$ cat src/rtl/hazard_ctrl_if.sv
// Hazard controller bundle: pipeline hazard inputs and stall/flush outputs.
// The pipeline side (master) drives the decode/execute fields; the
// controller (slave) drives the hold, bubble, flush and mul/div status.
interface hazard_ctrl_if #(
    parameter int CNT_W = 16
);
    logic [4:0]       id_rs;
    logic [4:0]       id_rt;
    logic             id_uses_rt;
    logic             ex_mem_read;
    logic [4:0]       ex_rd;
    logic             jr;
    logic             jal;
    logic             branch_taken;
    logic             md_start;
    logic             md_div;
    logic             lu_hazard;
    logic             id_ex_bubble;
    logic             if_id_flush;
    logic             md_stall;
    logic             md_busy;
    logic             md_done;
    logic [CNT_W-1:0] stall_cnt;

    modport master (
        output id_rs, id_rt, id_uses_rt, ex_mem_read, ex_rd, jr, jal,
               branch_taken, md_start, md_div,
        input  lu_hazard, id_ex_bubble, if_id_flush, md_stall, md_busy,
               md_done, stall_cnt
    );

    modport slave (
        input  id_rs, id_rt, id_uses_rt, ex_mem_read, ex_rd, jr, jal,
               branch_taken, md_start, md_div,
        output lu_hazard, id_ex_bubble, if_id_flush, md_stall, md_busy,
               md_done, stall_cnt
    );
endinterface

$ cat src/rtl/hazard_ctrl.sv
// Pipeline hazard controller: load-use detection, branch/jump flushing and
// a multi-cycle mul/div sequencer that freezes the pipeline while busy.
//
// state | meaning
// ------+------------------------------------------------------------
// IDLE  | no mul/div in flight; md_start launches one
// BUSY  | mul/div in flight; cnt counts down to 0, pipeline frozen
// DONE  | one-cycle result-ready pulse, then back to IDLE
module hazard_ctrl #(
    parameter int MUL_CYC = 4,
    parameter int DIV_CYC = 32,
    parameter int CNT_W   = 16
) (
    input logic           clk,
    input logic           rst,
    hazard_ctrl_if.slave  hz
);
    localparam int LAT_MAX = (DIV_CYC > MUL_CYC) ? DIV_CYC : MUL_CYC;
    localparam int CYC_W   = (LAT_MAX > 2) ? $clog2(LAT_MAX) : 1;
    // BUSY lasts load+1 cycles and DONE one more, so loading LAT-2 gives
    // exactly LAT cycles from md_start to md_done.
    localparam logic [CYC_W-1:0] MUL_LOAD = CYC_W'(MUL_CYC - 2);
    localparam logic [CYC_W-1:0] DIV_LOAD = CYC_W'(DIV_CYC - 2);

    typedef enum logic [1:0] {IDLE, BUSY, DONE} state_t;

    state_t           state;
    state_t           state_nxt;
    logic [CYC_W-1:0] cnt;
    logic [CYC_W-1:0] cnt_nxt;
    logic [CNT_W-1:0] stall_cnt;
    logic             luh;
    logic             busy;

    // State, countdown and saturating stall counter registers.
    always_ff @(posedge clk) begin
        if (rst) begin
            state     <= IDLE;
            cnt       <= '0;
            stall_cnt <= '0;
        end else begin
            state <= state_nxt;
            cnt   <= cnt_nxt;
            if ((hz.lu_hazard || hz.md_stall) && (stall_cnt != {CNT_W{1'b1}}))
                stall_cnt <= stall_cnt + CNT_W'(1);
        end
    end

    // Mul/div sequencing; md_start outside IDLE is dropped, never queued.
    always_comb begin
        state_nxt = state;
        cnt_nxt   = cnt;
        unique case (state)
            IDLE: begin
                if (hz.md_start) begin
                    state_nxt = BUSY;
                    cnt_nxt   = hz.md_div ? DIV_LOAD : MUL_LOAD;
                end
            end
            BUSY: begin
                if (cnt == '0) state_nxt = DONE;
                else           cnt_nxt   = cnt - CYC_W'(1);
            end
            DONE:    state_nxt = IDLE;
            default: state_nxt = IDLE;
        endcase
    end

    // Register 0 is hardwired, so a load targeting it is never a hazard.
    assign luh = hz.ex_mem_read && (hz.ex_rd != 5'd0) &&
                 ((hz.ex_rd == hz.id_rs) || (hz.id_uses_rt && (hz.ex_rd == hz.id_rt)));
    assign busy = (state == BUSY);

    // Prioritised hazard outputs: mul/div freeze > branch > load-use > jr/jal.
    always_comb begin
        hz.lu_hazard    = 1'b0;
        hz.id_ex_bubble = 1'b0;
        hz.if_id_flush  = 1'b0;
        hz.md_stall     = 1'b0;
        hz.md_busy      = 1'b0;
        hz.md_done      = 1'b0;
        if (!rst) begin
            hz.md_busy  = busy;
            hz.md_stall = busy;
            hz.md_done  = (state == DONE);
            if (busy) begin
                // pipeline frozen: every other request is masked
            end else if (hz.branch_taken) begin
                hz.if_id_flush  = 1'b1;
                hz.id_ex_bubble = 1'b1;
            end else if (luh) begin
                // IF/ID is held, so a coincident jr/jal is seen again next cycle
                hz.lu_hazard    = 1'b1;
                hz.id_ex_bubble = 1'b1;
            end else if (hz.jr || hz.jal) begin
                hz.if_id_flush  = 1'b1;
            end
        end
    end

    assign hz.stall_cnt = stall_cnt;
endmodule

$ cat src/flat_wrapper.sv
// flat-port wrapper written by rule: the top's interface ports become plain ports
module hazard_ctrl_flat 
#(
    parameter int MUL_CYC = 4,
    parameter int DIV_CYC = 32,
    parameter int CNT_W   = 16
)
  (clk, rst, hz_id_rs, hz_id_rt, hz_id_uses_rt, hz_ex_mem_read, hz_ex_rd, hz_jr, hz_jal, hz_branch_taken, hz_md_start, hz_md_div, hz_lu_hazard, hz_id_ex_bubble, hz_if_id_flush, hz_md_stall, hz_md_busy, hz_md_done, hz_stall_cnt);
  hazard_ctrl_if #(.CNT_W(CNT_W)) hz_i ();
  input logic clk;
  input logic rst;
  input wire logic [$bits(hz_i.id_rs)-1:0] hz_id_rs;
  input wire logic [$bits(hz_i.id_rt)-1:0] hz_id_rt;
  input wire logic [$bits(hz_i.id_uses_rt)-1:0] hz_id_uses_rt;
  input wire logic [$bits(hz_i.ex_mem_read)-1:0] hz_ex_mem_read;
  input wire logic [$bits(hz_i.ex_rd)-1:0] hz_ex_rd;
  input wire logic [$bits(hz_i.jr)-1:0] hz_jr;
  input wire logic [$bits(hz_i.jal)-1:0] hz_jal;
  input wire logic [$bits(hz_i.branch_taken)-1:0] hz_branch_taken;
  input wire logic [$bits(hz_i.md_start)-1:0] hz_md_start;
  input wire logic [$bits(hz_i.md_div)-1:0] hz_md_div;
  output wire logic [$bits(hz_i.lu_hazard)-1:0] hz_lu_hazard;
  output wire logic [$bits(hz_i.id_ex_bubble)-1:0] hz_id_ex_bubble;
  output wire logic [$bits(hz_i.if_id_flush)-1:0] hz_if_id_flush;
  output wire logic [$bits(hz_i.md_stall)-1:0] hz_md_stall;
  output wire logic [$bits(hz_i.md_busy)-1:0] hz_md_busy;
  output wire logic [$bits(hz_i.md_done)-1:0] hz_md_done;
  output wire logic [$bits(hz_i.stall_cnt)-1:0] hz_stall_cnt;
  assign hz_i.id_rs = hz_id_rs;
  assign hz_i.id_rt = hz_id_rt;
  assign hz_i.id_uses_rt = hz_id_uses_rt;
  assign hz_i.ex_mem_read = hz_ex_mem_read;
  assign hz_i.ex_rd = hz_ex_rd;
  assign hz_i.jr = hz_jr;
  assign hz_i.jal = hz_jal;
  assign hz_i.branch_taken = hz_branch_taken;
  assign hz_i.md_start = hz_md_start;
  assign hz_i.md_div = hz_md_div;
  assign hz_lu_hazard = hz_i.lu_hazard;
  assign hz_id_ex_bubble = hz_i.id_ex_bubble;
  assign hz_if_id_flush = hz_i.if_id_flush;
  assign hz_md_stall = hz_i.md_stall;
  assign hz_md_busy = hz_i.md_busy;
  assign hz_md_done = hz_i.md_done;
  assign hz_stall_cnt = hz_i.stall_cnt;
  hazard_ctrl #(.MUL_CYC(MUL_CYC), .DIV_CYC(DIV_CYC), .CNT_W(CNT_W)) u_core (.clk(clk), .rst(rst), .hz(hz_i));
endmodule
$ cat config.mk
export PLATFORM = sky130hd
export DESIGN_NAME = hazard_ctrl_flat
export DESIGN_NICKNAME = d
export VERILOG_FILES = /design/src/rtl/hazard_ctrl_if.sv /design/src/rtl/hazard_ctrl.sv /design/src/flat_wrapper.sv
export SDC_FILE = /design/constraint.sdc
export NUM_CORES = 1
export LEC_CHECK = 0
export CORE_UTILIZATION = 45
export DETAILED_ROUTE_END_ITERATION = 8
export DONT_BUFFER_PORTS = 1
export GPL_TIMING_DRIVEN = 0
export PLACE_DENSITY_LB_ADDON = 0.12
export SYNTH_ARGS = -nofsm -noshare
export SYNTH_HDL_FRONTEND = slang
export SYNTH_SLANG_ARGS = --single-unit
$ cat constraint.sdc
create_clock -name clk -period 4.3 [get_ports clk]
set_clock_uncertainty 0.15 [all_clocks]
set_input_delay 0.86 -clock clk [delete_from_list [all_inputs] [get_ports clk]]
set_output_delay 0.86 -clock clk [all_outputs]
set_load 0.02 [all_outputs]
### After elaboration in Yosys (flattened, before gate mapping)

Index checks and enable logic that the tools add are counted.

| word-level totals | value |
|---|---|
| bits of input ports | 24 |
| bits in read-only memories | 0 |
| memories kept | 0 |
| logic and storage cells | 47 |
| bits in writable memories | 0 |
| output and inout bits | 22 |
| latch bits | 0 |
| bits in registers | 23 |

| operators by class | value |
|---|---|
| $mul | 0 |
| div/mod/pow operators | 0 |
| add/subtract/negate cells | 2 |
| shifts and indexed selects | 0 |
| bitwise logic cells | 0 |
| mux-type cells | 21 |
| order comparisons | 0 |
| reduce and logical (&&, ||, !) cells | 13 |
| equal/unequal tests | 8 |

Operator list:

| operator | number |
|---|---|
| 16-bit by 1-bit adder with 16-bit output (second input constant) | 1 |
| 16-bit inequality test (second input constant) | 1 |
| 5-bit 2-to-1 mux | 3 |
| 1-bit 2-to-1 mux | 14 |
| 5-bit equality test | 2 |
| 5-bit case mux with 2 select lines | 1 |
| 2-bit inequality test (second input constant) | 3 |
| 5-bit zero test | 1 |
| 5-bit nonzero test | 1 |
| 5-bit by 1-bit subtractor with 5-bit output (second input constant) | 1 |
| 1-bit logical AND | 4 |
| 2-bit 2-to-1 mux | 2 |
| 2-bit case mux with 2 select lines | 1 |
| 1-bit logical OR | 3 |
| 3-bit AND reduction | 1 |
| 2-bit by 1-bit equality test with 1-bit output (second input constant) | 1 |
| 2-bit equality test (second input constant) | 1 |
| 2-bit zero test | 1 |
| 2-bit AND reduction | 1 |
| 2-bit nonzero test | 1 |

### Depth between registers and ports, before layout

| logic depth | value |
|---|---|
| depth in word-level cells | 10 |
| gate-level depth with buffers | 9 |
| gate-level depth less buffers | 8 |

### Worst setup path before layout

No wires, ideal clock.

| timing path | value |
|---|---|
| path type | input to output |
| start point | input hz_ex_rd[4] |
| end point | output hz_lu_hazard |
| required time | 3.290 ns |
| path slack | 1.102 ns |
| arrival | 2.188 ns |
| buffers on the path | 0 |
| stages on the path | 5 |
| cells stage by stage | xnor2_1 > nand3_1 > o22ai_2 > or3b_1 > nor3_1 |

| on the way | value |
|---|---|
| longest elaborated chain between the ends | 8 |
| elaborated cells on any way between the ends | 11 |
| classes of those cells | eq/ne (2); mux (4); reduce/logical (5) |

RTL lines:

| element | RTL line | text |
|---|---|---|
| start, declared | flat_wrapper.sv:16 | `input wire logic [$bits(hz_i.ex_rd)-1:0] hz_ex_rd;` |
| 5-bit equality test | hazard_ctrl.sv:71 | `((hz.ex_rd == hz.id_rs) \|\| (hz.id_uses_rt && (hz.ex_rd == hz.id_rt)));` |
| 1-bit logical AND | hazard_ctrl.sv:71 |  |
| 1-bit logical OR | hazard_ctrl.sv:71 |  |
| 1-bit logical AND (*) | hazard_ctrl.sv:70 | `assign luh = hz.ex_mem_read && (hz.ex_rd != 5'd0) &&` |
| 1-bit 2-to-1 mux (*) | hazard_ctrl.sv:91 | `end else if (luh) begin` |
| 1-bit 2-to-1 mux (*) | hazard_ctrl.sv:88 | `end else if (hz.branch_taken) begin` |
| 1-bit 2-to-1 mux (*) | hazard_ctrl.sv:86 | `if (busy) begin` |
| 1-bit 2-to-1 mux (*) | hazard_ctrl.sv:82 | `if (!rst) begin` |
| end, declared | flat_wrapper.sv:22 | `output wire logic [$bits(hz_i.lu_hazard)-1:0] hz_lu_hazard;` |

Mark *: on every way between the ends. The rest lies on a longest branch, timed or not.

### Final worst setup path

| timing path | value |
|---|---|
| start point | input hz_ex_rd[0] |
| end point | output hz_lu_hazard |

The elaborated chain is that of the path after synthesis.

==> metrics.log <==
[metrics] share of total power in the clock network: 0.208
[metrics] global-route usage over all layers: 0.1975
[metrics] slack of the critical path: 973.6 ps
[metrics] number of synthesized flops with an enable pin: 0
[metrics] number of port buffers: 0
[metrics] Distinct cells, synth: 39
[metrics] first-pass GRT wire length: 5.326 mm
[metrics] cell with the biggest individual delay on the critical path: sky130_fd_sc_hd__nor3_1
[metrics] Storage cell area: approximately 460 um2
[metrics] average wire per standard cell: 13.75 um
[metrics] combinational share of power: 0.275
[metrics] static leakage power: 0.4825 nW
[metrics] number of top-level design ports: 46
[metrics] maximum number of buffers from clock root to sink: 2
[metrics] number of instances on the worst hold path: 2
[metrics] relative slew slack: 0.5392
[metrics] slew of the pin with the lowest slew margin: 687.1 ps
[metrics] 1st-pass router iterations: 4
[metrics] Net Sw Frac: 0.3319
[metrics] post-detailed-placement half-perimeter wirelength: 2.415 mm
[metrics] post-synthesis sequential element count: 23
[metrics] Clock transition at path regs: 120 ps
[metrics] maximum number of pins on one net before global-route repair: 13
[metrics] number of buffers created by CTS: 3
[metrics] number of diodes added for antenna fixing: 0
[metrics] library cell used as clock root buffer: sky130_fd_sc_hd__clkbuf_4
[metrics] placer's final routability congestion estimate: 0.7564
[metrics] share of cell area taken by muxes after synthesis: 0.006975
[metrics] PD cells: approximately 320 nW/um2
[metrics] post-CTS setup-driven buffer insertion count: 0
[metrics] most frequent cell after synthesis: sky130_fd_sc_hd__dfxtp_1
[metrics] maximum cell stage delay along the critical path: 500 ps
[metrics] Die Wd: 58.47 um
[metrics] proportion of synthesized chip area in sequential cells: 0.3208
[metrics] Remaining DRCs: 0
[metrics] Max Clock Freq: 0.3006 GHz
[metrics] top cell types by occurrence after synthesis: sky130_fd_sc_hd__dfxtp_1 (23), sky130_fd_sc_hd__nor2_1 (14), sky130_fd_sc_hd__a21oi_1 (13)
[metrics] setup repair after global routing missed its margin: no
[metrics] endpoint kind of the worst setup timing path: primary output
[metrics] cell chain of the critical path: xnor2_1 > nand3_1 > o22ai_2 > or3b_1 > nor3_1
[metrics] drt initial violations: 26
[metrics] category of the critical setup timing path: primary input to primary output
[metrics] nets in the synthesized netlist: 201
[metrics] Post-Synthesis Cell Area: 1435 um2
[metrics] combinational family with the most area after synthesis: simple AND/OR/NAND/NOR gates
[metrics] final setup violation count: 0
[metrics] MaxCap Viol Count: 0
[metrics] routed via count: approximately 1,300
[metrics] share of the synthesized netlist area taken by xor and xnor gates: 0.07323
[metrics] highest net fanout along the worst path: 4
[metrics] share of the clock period used by the worst path: 0.7736
[metrics] minimum period implied by the final worst setup slack: 3326 ps
[metrics] H-tree levels: 1
[metrics] Synth warnings: 0
[metrics] worst setup timing slack at the placement stage: 935.6 ps
[metrics] area delta synth->final: 5.667%
[metrics] CTS tree: yes
[metrics] Critical Path Source Type: primary input
[metrics] number of hold buffers added after CTS: 0
[metrics] FP Rows: 20
[metrics] adder-cell area share of the yosys netlist: 0.02616
[metrics] total count of hold-check failures in the final report: 0
[metrics] die outline area: about 3400 um2
[metrics] GRT overflow: 0
[metrics] total wire length: 3.053 mm
[metrics] type of the tightest min-delay check: register to register
[metrics] simple logic cell fraction of the synthesized area: 0.2738
[metrics] run status: finished, final reports clean
[metrics] Core ar.: 3028 um2
[metrics] sequential cell fraction of total power: 0.517
[metrics] sum of negative setup slack: 0 ps
[metrics] vertical die dimension: 58.47 um
[metrics] fraction of registers with async set or reset after synthesis: 0
[metrics] critical path data arrival time: 2320 ps
[metrics] number of antenna violations at the first check in global routing: 0
[metrics] mean area per synthesized cell: slightly above 8 um2
[metrics] Critical Path RT: 3290 ps
[metrics] cell type with the largest total area after synthesis: sky130_fd_sc_hd__dfxtp_1
[metrics] internal power consumption: between 0.0003 and 0.0004 W
[metrics] number of clock sinks seen by CTS: 23
[metrics] Synth Flop Type: sky130_fd_sc_hd__dfxtp_1
[metrics] cell types occupying the most area after synthesis: sky130_fd_sc_hd__dfxtp_1 (32%), sky130_fd_sc_hd__xnor2_1 (6.7%), sky130_fd_sc_hd__a21oi_2 (6.1%)
[metrics] share of layout cells above drive strength 1: 0.1348
[metrics] final design utilization: 0.5008
[metrics] area share of the largest cell type after synthesis: 0.3208
[metrics] power spent charging and discharging nets: 0.0001605 W
[metrics] vias in the first global route: 1,211
[metrics] Final nets: 206
[metrics] peak ir drop on the vdd network: roughly 0.11 mV
[metrics] fin. max-slew vios: 0
[metrics] Layout fillers: 323
[metrics] count of antenna-violating nets left after detailed routing: 0
[metrics] area of the multi-input gates: 887.1 um2
[metrics] worst-case hold slack: 349.1 ps
[metrics] average vias per placed instance: 5.820
[metrics] CTS-repair resized insts: 0
[metrics] clock latency on the worst-skew pair: 310 ps
[metrics] compound-cell area share of the yosys netlist: 0.2380
[metrics] number of cells produced by synthesis: 174
[metrics] starting density of the core: 0.4740
[metrics] Reg2Reg Depth: 8
==> placed cells by master, fill, tap and decap left out, types with 4 or more instances in the layout <==
cell                       count
sky130_fd_sc_hd__nand3_1      12
sky130_fd_sc_hd__xnor2_1      11
sky130_fd_sc_hd__a211oi_1      5
sky130_fd_sc_hd__nand2_1       8
sky130_fd_sc_hd__a21oi_1      13
sky130_fd_sc_hd__a21oi_2      10
sky130_fd_sc_hd__nor3_1        6
sky130_fd_sc_hd__o21ai_0       6
sky130_fd_sc_hd__dfxtp_1      23
sky130_fd_sc_hd__inv_1        10
sky130_fd_sc_hd__nor2_1       14
sky130_fd_sc_hd__clkbuf_1      4
sky130_fd_sc_hd__or3_1        10
==> worst paths after layout <==
kind | startpoint | endpoint | slack, ps
hold reg to reg | u_core.cnt[0]$_SDFFE_PP0P_ | u_core.cnt[0]$_SDFFE_PP0P_ | 350
setup reg to reg | u_core.cnt[0]$_SDFFE_PP0P_ | u_core.cnt[4]$_SDFFE_PP0P_ | 1910
setup / recovery | hz_ex_rd[0] | hz_lu_hazard | 970
hold / removal | u_core.cnt[0]$_SDFFE_PP0P_ | u_core.cnt[0]$_SDFFE_PP0P_ | 350
==> power by group through the flow <==
stage               sequential, W  combinational, W  clock [W]
finish                   0.000250          0.000133   0.000100
floorplan                0.000251          0.000112          0
detailed placement       0.000255          0.000134          0
global route             0.000254          0.000151   0.000116
global placement         0.000254          0.000130          0
CTS                      0.000250          0.000135   0.000104
==> cells by family after synthesis <==
group	count (synthesis)
AND/OR/NAND/NOR	70
AO/OA/AOI/OAI	49
flip-flops	23
buffers and inverters	16
XOR/XNOR	12
adder cells (fa/ha/maj)	3
multiplexers	1
==> state kept, by name, summed over array words and instances (netlist names) <==
signal and cells:
u_core.state 2, u_core.cnt 5, u_core.hz.stall_cnt 16
==> metrics by stage <==
stage / total power, W / area (um2) / cells
after floorplan: 0.0003625 / 1435 / 174
after global placement: 0.0003839 / 1490 / 218
after detailed placement: 0.0003888 / 1490 / 218
after CTS: 0.0004883 / 1516 / 222
after global routing: 0.0005206 / 1516 / 222
final: 0.0004835 / 1516 / 222
==> worst max-delay path, delay by kind of cell <==
| kind | cells | cell delay (ps) |
|---|---|---|
| XOR/XNOR | 1 | 140 |
| AND/OR/NAND/NOR | 3 | 1040 |
| AO/OA/AOI/OAI | 1 | 270 |
==> per-layer routing <==
layer | track usage | vias up | wire, um
li1 | - | 638 | -
met1 | 0.2500 | 614 | 1366
met2 | 0.3399 | 35 | 1493
met3 | 0.04835 | 5 | 163
met4 | 0.04422 | 0 | 29
met5 | 0 | - | 0
==> cell type report <==
cell class,instances,share of cell area
clock buffer,4,0.01733
inverter,10,0.02475
sequential,23,0.3036
multi-input combinational,135,0.5850
buffer,6,0.03300
tap,44,0.03630
(Power assumes the default switching activity.)
